## config.mk

```make
export PLATFORM = sky130hd
export DESIGN_NAME = ysyx_25060170_wb_arb
export DESIGN_NICKNAME = d
export VERILOG_FILES = /design/src/rtl/ysyx_25060170_wb_arb.sv
export SDC_FILE = /design/constraint.sdc
export NUM_CORES = 1
export LEC_CHECK = 0
export ABC_AREA = 0
export CAP_MARGIN = 10
export CORE_MARGIN = 5
export CORE_UTILIZATION = 31
export CTS_CLUSTER_DIAMETER = 40
export DETAILED_ROUTE_END_ITERATION = 8
export GPL_ROUTABILITY_DRIVEN = 0
export GPL_TIMING_DRIVEN = 0
export PLACE_DENSITY = 0.86
export SKIP_LAST_GASP = 1
export SLEW_MARGIN = 20
export SYNTH_ARGS = -nofsm -noshare
export SYNTH_HDL_FRONTEND = slang
export SYNTH_SLANG_ARGS = --single-unit
export TNS_END_PERCENT = 1
```

## constraint.sdc

```tcl
create_clock -name clk -period 1.4 [get_ports clk]
set_clock_uncertainty 0.15 [all_clocks]
set_input_delay 0.21 -clock clk [delete_from_list [all_inputs] [get_ports clk]]
set_output_delay 0.21 -clock clk [all_outputs]
set_load 0.01 [all_outputs]
```

## src/rtl/ysyx_25060170_wb_arb.sv

```systemverilog
// GPR write-back arbiter: two requesters (EXU, LSU) share the single GPR
// write port through a round-robin arbiter with a one-cycle registered
// write path. The optional RAW scoreboard (pending-destination vector and
// hazard output) is built only when YSYX_25060170_SCOREBOARD_EN is defined.
// Without it, hazard is tied to 0 and the issue/check/flush inputs are ignored.
module ysyx_25060170_wb_arb #(
    parameter int DW = 32,
    parameter int AW = 5
) (
    input  logic          clk,
    input  logic          rst,
    input  logic          ex_valid,
    output logic          ex_ready,
    input  logic [AW-1:0] ex_waddr,
    input  logic [DW-1:0] ex_wdata,
    input  logic          ls_valid,
    output logic          ls_ready,
    input  logic [AW-1:0] ls_waddr,
    input  logic [DW-1:0] ls_wdata,
    output logic          gpr_wen,
    output logic [AW-1:0] gpr_waddr,
    output logic [DW-1:0] gpr_wdata,
    input  logic          issue_valid,
    input  logic [AW-1:0] issue_rd,
    input  logic [AW-1:0] chk_rs1,
    input  logic [AW-1:0] chk_rs2,
    output logic          hazard,
    input  logic          flush
);

    localparam int NR = 1 << AW;

    logic          w_gnt_ex;
    logic          w_gnt_ls;
    logic          w_xfer;
    logic [AW-1:0] w_waddr;
    logic [DW-1:0] w_wdata;

    logic          r_prio;
    logic          r_wen;
    logic [AW-1:0] r_waddr;
    logic [DW-1:0] r_wdata;

    // Grant: a lone valid requester wins; on contention r_prio decides.
    // Readies are held low during reset.
    always_comb begin
        w_gnt_ex = rst & ex_valid & (~ls_valid | ~r_prio);
        w_gnt_ls = rst & ls_valid & (~ex_valid | r_prio);
        w_xfer   = w_gnt_ex | w_gnt_ls;
        w_waddr  = w_gnt_ls ? ls_waddr : ex_waddr;
        w_wdata  = w_gnt_ls ? ls_wdata : ex_wdata;
    end

    assign ex_ready = w_gnt_ex;
    assign ls_ready = w_gnt_ls;

    // Round-robin pointer: after a grant, point at the requester that lost.
    always_ff @(posedge clk or negedge rst) begin
        if (!rst) begin
            r_prio <= 1'b0;
        end else if (w_xfer) begin
            r_prio <= w_gnt_ex;
        end
    end

    // Write path: register the granted transfer; writes to x0 complete the
    // handshake but never raise the write enable.
    always_ff @(posedge clk or negedge rst) begin
        if (!rst) begin
            r_wen   <= 1'b0;
            r_waddr <= '0;
            r_wdata <= '0;
        end else begin
            r_wen <= w_xfer && (w_waddr != '0);
            if (w_xfer) begin
                r_waddr <= w_waddr;
                r_wdata <= w_wdata;
            end
        end
    end

    assign gpr_wen   = r_wen;
    assign gpr_waddr = r_waddr;
    assign gpr_wdata = r_wdata;

`ifdef YSYX_25060170_SCOREBOARD_EN
    logic [NR-1:0] r_pend;
    logic [NR-1:0] w_pend_nxt;

    // Pending update: clear on write-back grant, then set on issue so a new
    // producer of the same register wins; flush overrides everything.
    always_comb begin
        w_pend_nxt = r_pend;
        if (w_xfer) begin
            w_pend_nxt[w_waddr] = 1'b0;
        end
        if (issue_valid) begin
            w_pend_nxt[issue_rd] = 1'b1;
        end
        w_pend_nxt[0] = 1'b0;
        if (flush) begin
            w_pend_nxt = '0;
        end
    end

    // Pending vector register.
    always_ff @(posedge clk or negedge rst) begin
        if (!rst) begin
            r_pend <= '0;
        end else begin
            r_pend <= w_pend_nxt;
        end
    end

    assign hazard = rst & ((r_pend[chk_rs1] & (chk_rs1 != '0)) |
                           (r_pend[chk_rs2] & (chk_rs2 != '0)));
`else
    logic w_unused_sb;
    assign w_unused_sb = ^{issue_valid, issue_rd, chk_rs1, chk_rs2, flush};
    assign hazard      = 1'b0;
`endif

endmodule
```

==> impl_results.md, run 1 <==
* Status: finished with violations
* R2R setup slack at -0.19 ns
* Vias per cell at roughly 5.1
* Final WL at 6.29 mm
* Top-count cell post-synth: dfrtp_1
* Die Span X at between 80 and 90 um
* DP Wirelength at ~4.8 mm
* Endpoints failing setup at between 90 and 100
* Critical R2R Launch: r_prio
* Netlist cell types at 22
* Layout area overhead at 76.3%
* Die height at 87.8 um
* Synth area leader: dfrtp_1
* Worst R2R Path Depth at 5
* F_max at ~610 MHz
* Tot Pwr at approximately 3.4 mW
* # Max-Cap Violations at 0
* Skew-Pair Late Insertion Delay at about 0.28 ns
* EDFF count, synth at 0
* Layout net count at approximately 390
* VDD IR max at 0.544 mV
* Critical Path Fanout Max at 3
* Top Ports at ~140
* Worst r2r dst: gpr_wdata[12]
* Crit share post-route at 117%
* Post-Synthesis Cell Area at 1880 um2
* Asr flop ratio synth at between 90% and 100%
* Syn Nets at about 250
* Initial core utilization at 31.7%
* Final min period at roughly 1.6 ns
* Worst slew pin tran at around 0.95 ns
* Core ar. at between 5000 and 6000 um2
* Yosys top cell area share at around 52%
* CP startpoint: r_prio
* GRT overflow at 0
* Critical Path End Type: output pin
* GRT Total Usage at about 16%
* Final core utilization at approximately 56%
* Worst min path class: in -> reg
* Setup WS post-layout at -0.234 ns
* Crit path capture: ex_ready
* Unrepaired setup endpoints after global routing: yes
* Mapped Avg Cell Area at about 12 um2
* Clk slew on worst S/H paths at roughly 0.070 ns
* Synth warnings at 0
* Crit path required time at around 1.0 ns
* Vias in the first global route at 2011
* Top cells by instance count after synthesis: dfrtp_1 (39), o21a_1 (33), o32a_1 (32)
* Port buffer count at between 100 and 150
* H-tree Lvls at 2
* Largest net degree at the start of global routing at 23
* CTS buffer count at 5
* Power Dens Cells at just over 1000 nW/um2
* Vias at between 1500 and 2000
* ANT cells at 0
* Share of post-route cells with drive strength above 1 at 12.7%
* Final hold violation count at 0
* Relative slew margins at 36.5%
* Initial drt markers at 55
* Clock Tree Buf Depth at 2
* Crit path kind: reg -> out
* Clock Sinks at 39
* Initial antenna violation count at 0
* Die Area at between 7000 and 8000 um2
* Main flop type after synthesis: dfrtp_1
* WL/cell at between 15 and 20 um
* DRT antenna net count at 0
* CTS tree: built
* Failing checks: negative setup slack
* Worst EP arrival at between 1 and 1.5 ns
* Hold Slack at 0.0655 ns
* Register area share after synthesis at between 50% and 60%
* Std-Cell Rows at 28
* Root Driver: clkbuf_8
* DRC violations left at 0
* Leading post-synthesis cells by cell area: dfrtp_1 (52%), o32a_1 (17%), o21a_1 (13%), buf_6 (3.6%), a31oi_1 (1.7%)
* Leakage at between 1 and 1.5 nW
* First-pass DRT Iterations at 4
* Synthesized instance count at approximately 160
* Global-route wire length before repair at roughly 9.7 mm
* CP Launch Type: register
* Post-synthesis register bit count at 39
* Max-slew violations at 0
## repair_timing
item | in CTS | in global routing
hold buffers | 1 | 0
endpoints found under the setup margin | 78 | 117
pin swaps | 1 | 1
resized for setup | 16 | 2
setup buffers | 6 | 0
gates cloned | 0 | 0
endpoints found under the hold margin | 39 | 0
## critical path, cell delays in order (launching register included)
cell	delay, ns
dfrtp_1	0.40
nor2b_4	0.06
buf_6	0.12
o21ai_4	0.15
buf_6	0.13
inv_2	0.03
buf_6	0.10
## report_power, final
| part | total (mW) | switching, mW | internal, mW |
|---|---|---|---|
| Clock | 0.726 | 0.376 | 0.350 |
| Sequential | 1.40 | 0.0966 | 1.30 |
| Combinational | 1.23 | 0.465 | 0.769 |
| Total | 3.36 | 0.938 | 2.42 |
## layout by cell type (no fill, tap or decap), types with 2 or more instances in the layout
| cell type | count |
|---|---|
| buf_6 | 6 |
| o32a_1 | 32 |
| o21ai_1 | 6 |
| buf_4 | 10 |
| nand2_1 | 3 |
| dfrtp_1 | 39 |
| clkbuf_1 | 3 |
| o21a_1 | 33 |
| clkdlybuf4s50_1 | 112 |
| buf_2 | 6 |
| a31oi_1 | 5 |
| nand3_1 | 5 |
| nor2_1 | 7 |
| clkbuf_8 | 5 |
| dlygate4sd2_1 | 2 |
## worst min-delay path by stage
| stage | from | to | cells after the start |
|---|---|---|---|
| floorplan | rst | gpr_waddr[0] | 0 |
| global placement | r_prio | r_prio | 1 |
| detailed placement | rst | gpr_wdata[12] | 1 |
| CTS | rst | r_prio | 3 |
| global route | rst | r_prio | 3 |
| finish | rst | r_prio | 3 |
## state kept, by name, indices dropped and copies added (netlist names)
signal / cells
gpr_wdata: 32
gpr_wen: 1
r_prio: 1
gpr_waddr: 5
## cell families after synthesis
kind of cell	Yosys count	share of synthesized area, %
compound gates	78	34.9
buf+inv	18	6.93
flops	39	52.0
other cells	1	0.200
simple gates	22	6.00
## metrics by stage
step	cell area [um2]	setup slack, ns	TNS, ns	std cells
4_1_cts	3310	-0.280	-12.90	366
2_1_floorplan	1880	0.0509	0	158
6_report	3310	-0.234	-9.49	366
3_3_place_gp	3140	-2.53	-125.68	350
5_1_grt	3310	-0.287	-20.50	366
3_5_place_dp	3160	-0.999	-19.18	351
## layout make-up
class | count | area [um2]
fill | 532 | 2610
timing repair buffer | 125 | 1240
sequential | 39 | 976
multi-input combinational | 101 | 773
buffer | 17 | 135
tap | 75 | 93.8
clock buffer | 7 | 76.3
clock inverter | 1 | 5.00
inverter | 1 | 3.75
## layer usage
layer	vias up	track usage, %	routed length (um)
li1	882	-	-
met2	86	28.5	3060
met3	8	6.96	710
met4	0	3.63	51
met1	899	18.3	2460
met5	-	0	0
(Power assumes the default switching activity.)
==> run 2, diff against run 1 <==
--- a/config.mk
+++ b/config.mk
@@ -6,7 +6,6 @@
 export NUM_CORES = 1
 export LEC_CHECK = 0
 export ABC_AREA = 0
-export CAP_MARGIN = 10
 export CORE_MARGIN = 5
 export CORE_UTILIZATION = 31
 export CTS_CLUSTER_DIAMETER = 40
@@ -15,7 +14,7 @@
 export GPL_TIMING_DRIVEN = 0
 export PLACE_DENSITY = 0.86
 export SKIP_LAST_GASP = 1
-export SLEW_MARGIN = 20
+export SLEW_MARGIN = 5
 export SYNTH_ARGS = -nofsm -noshare
 export SYNTH_HDL_FRONTEND = slang
 export SYNTH_SLANG_ARGS = --single-unit
==> results of run 2 <==
No change in the layout: final DEF, timing and power equal those of run 1.
==> run 3, diff against run 2 <==
--- a/config.mk
+++ b/config.mk
@@ -6,6 +6,7 @@
 export NUM_CORES = 1
 export LEC_CHECK = 0
 export ABC_AREA = 0
+export CAP_MARGIN = 20
 export CORE_MARGIN = 5
 export CORE_UTILIZATION = 31
 export CTS_CLUSTER_DIAMETER = 40
==> results of run 3 <==
No change in the layout: final DEF, timing and power equal those of run 1.
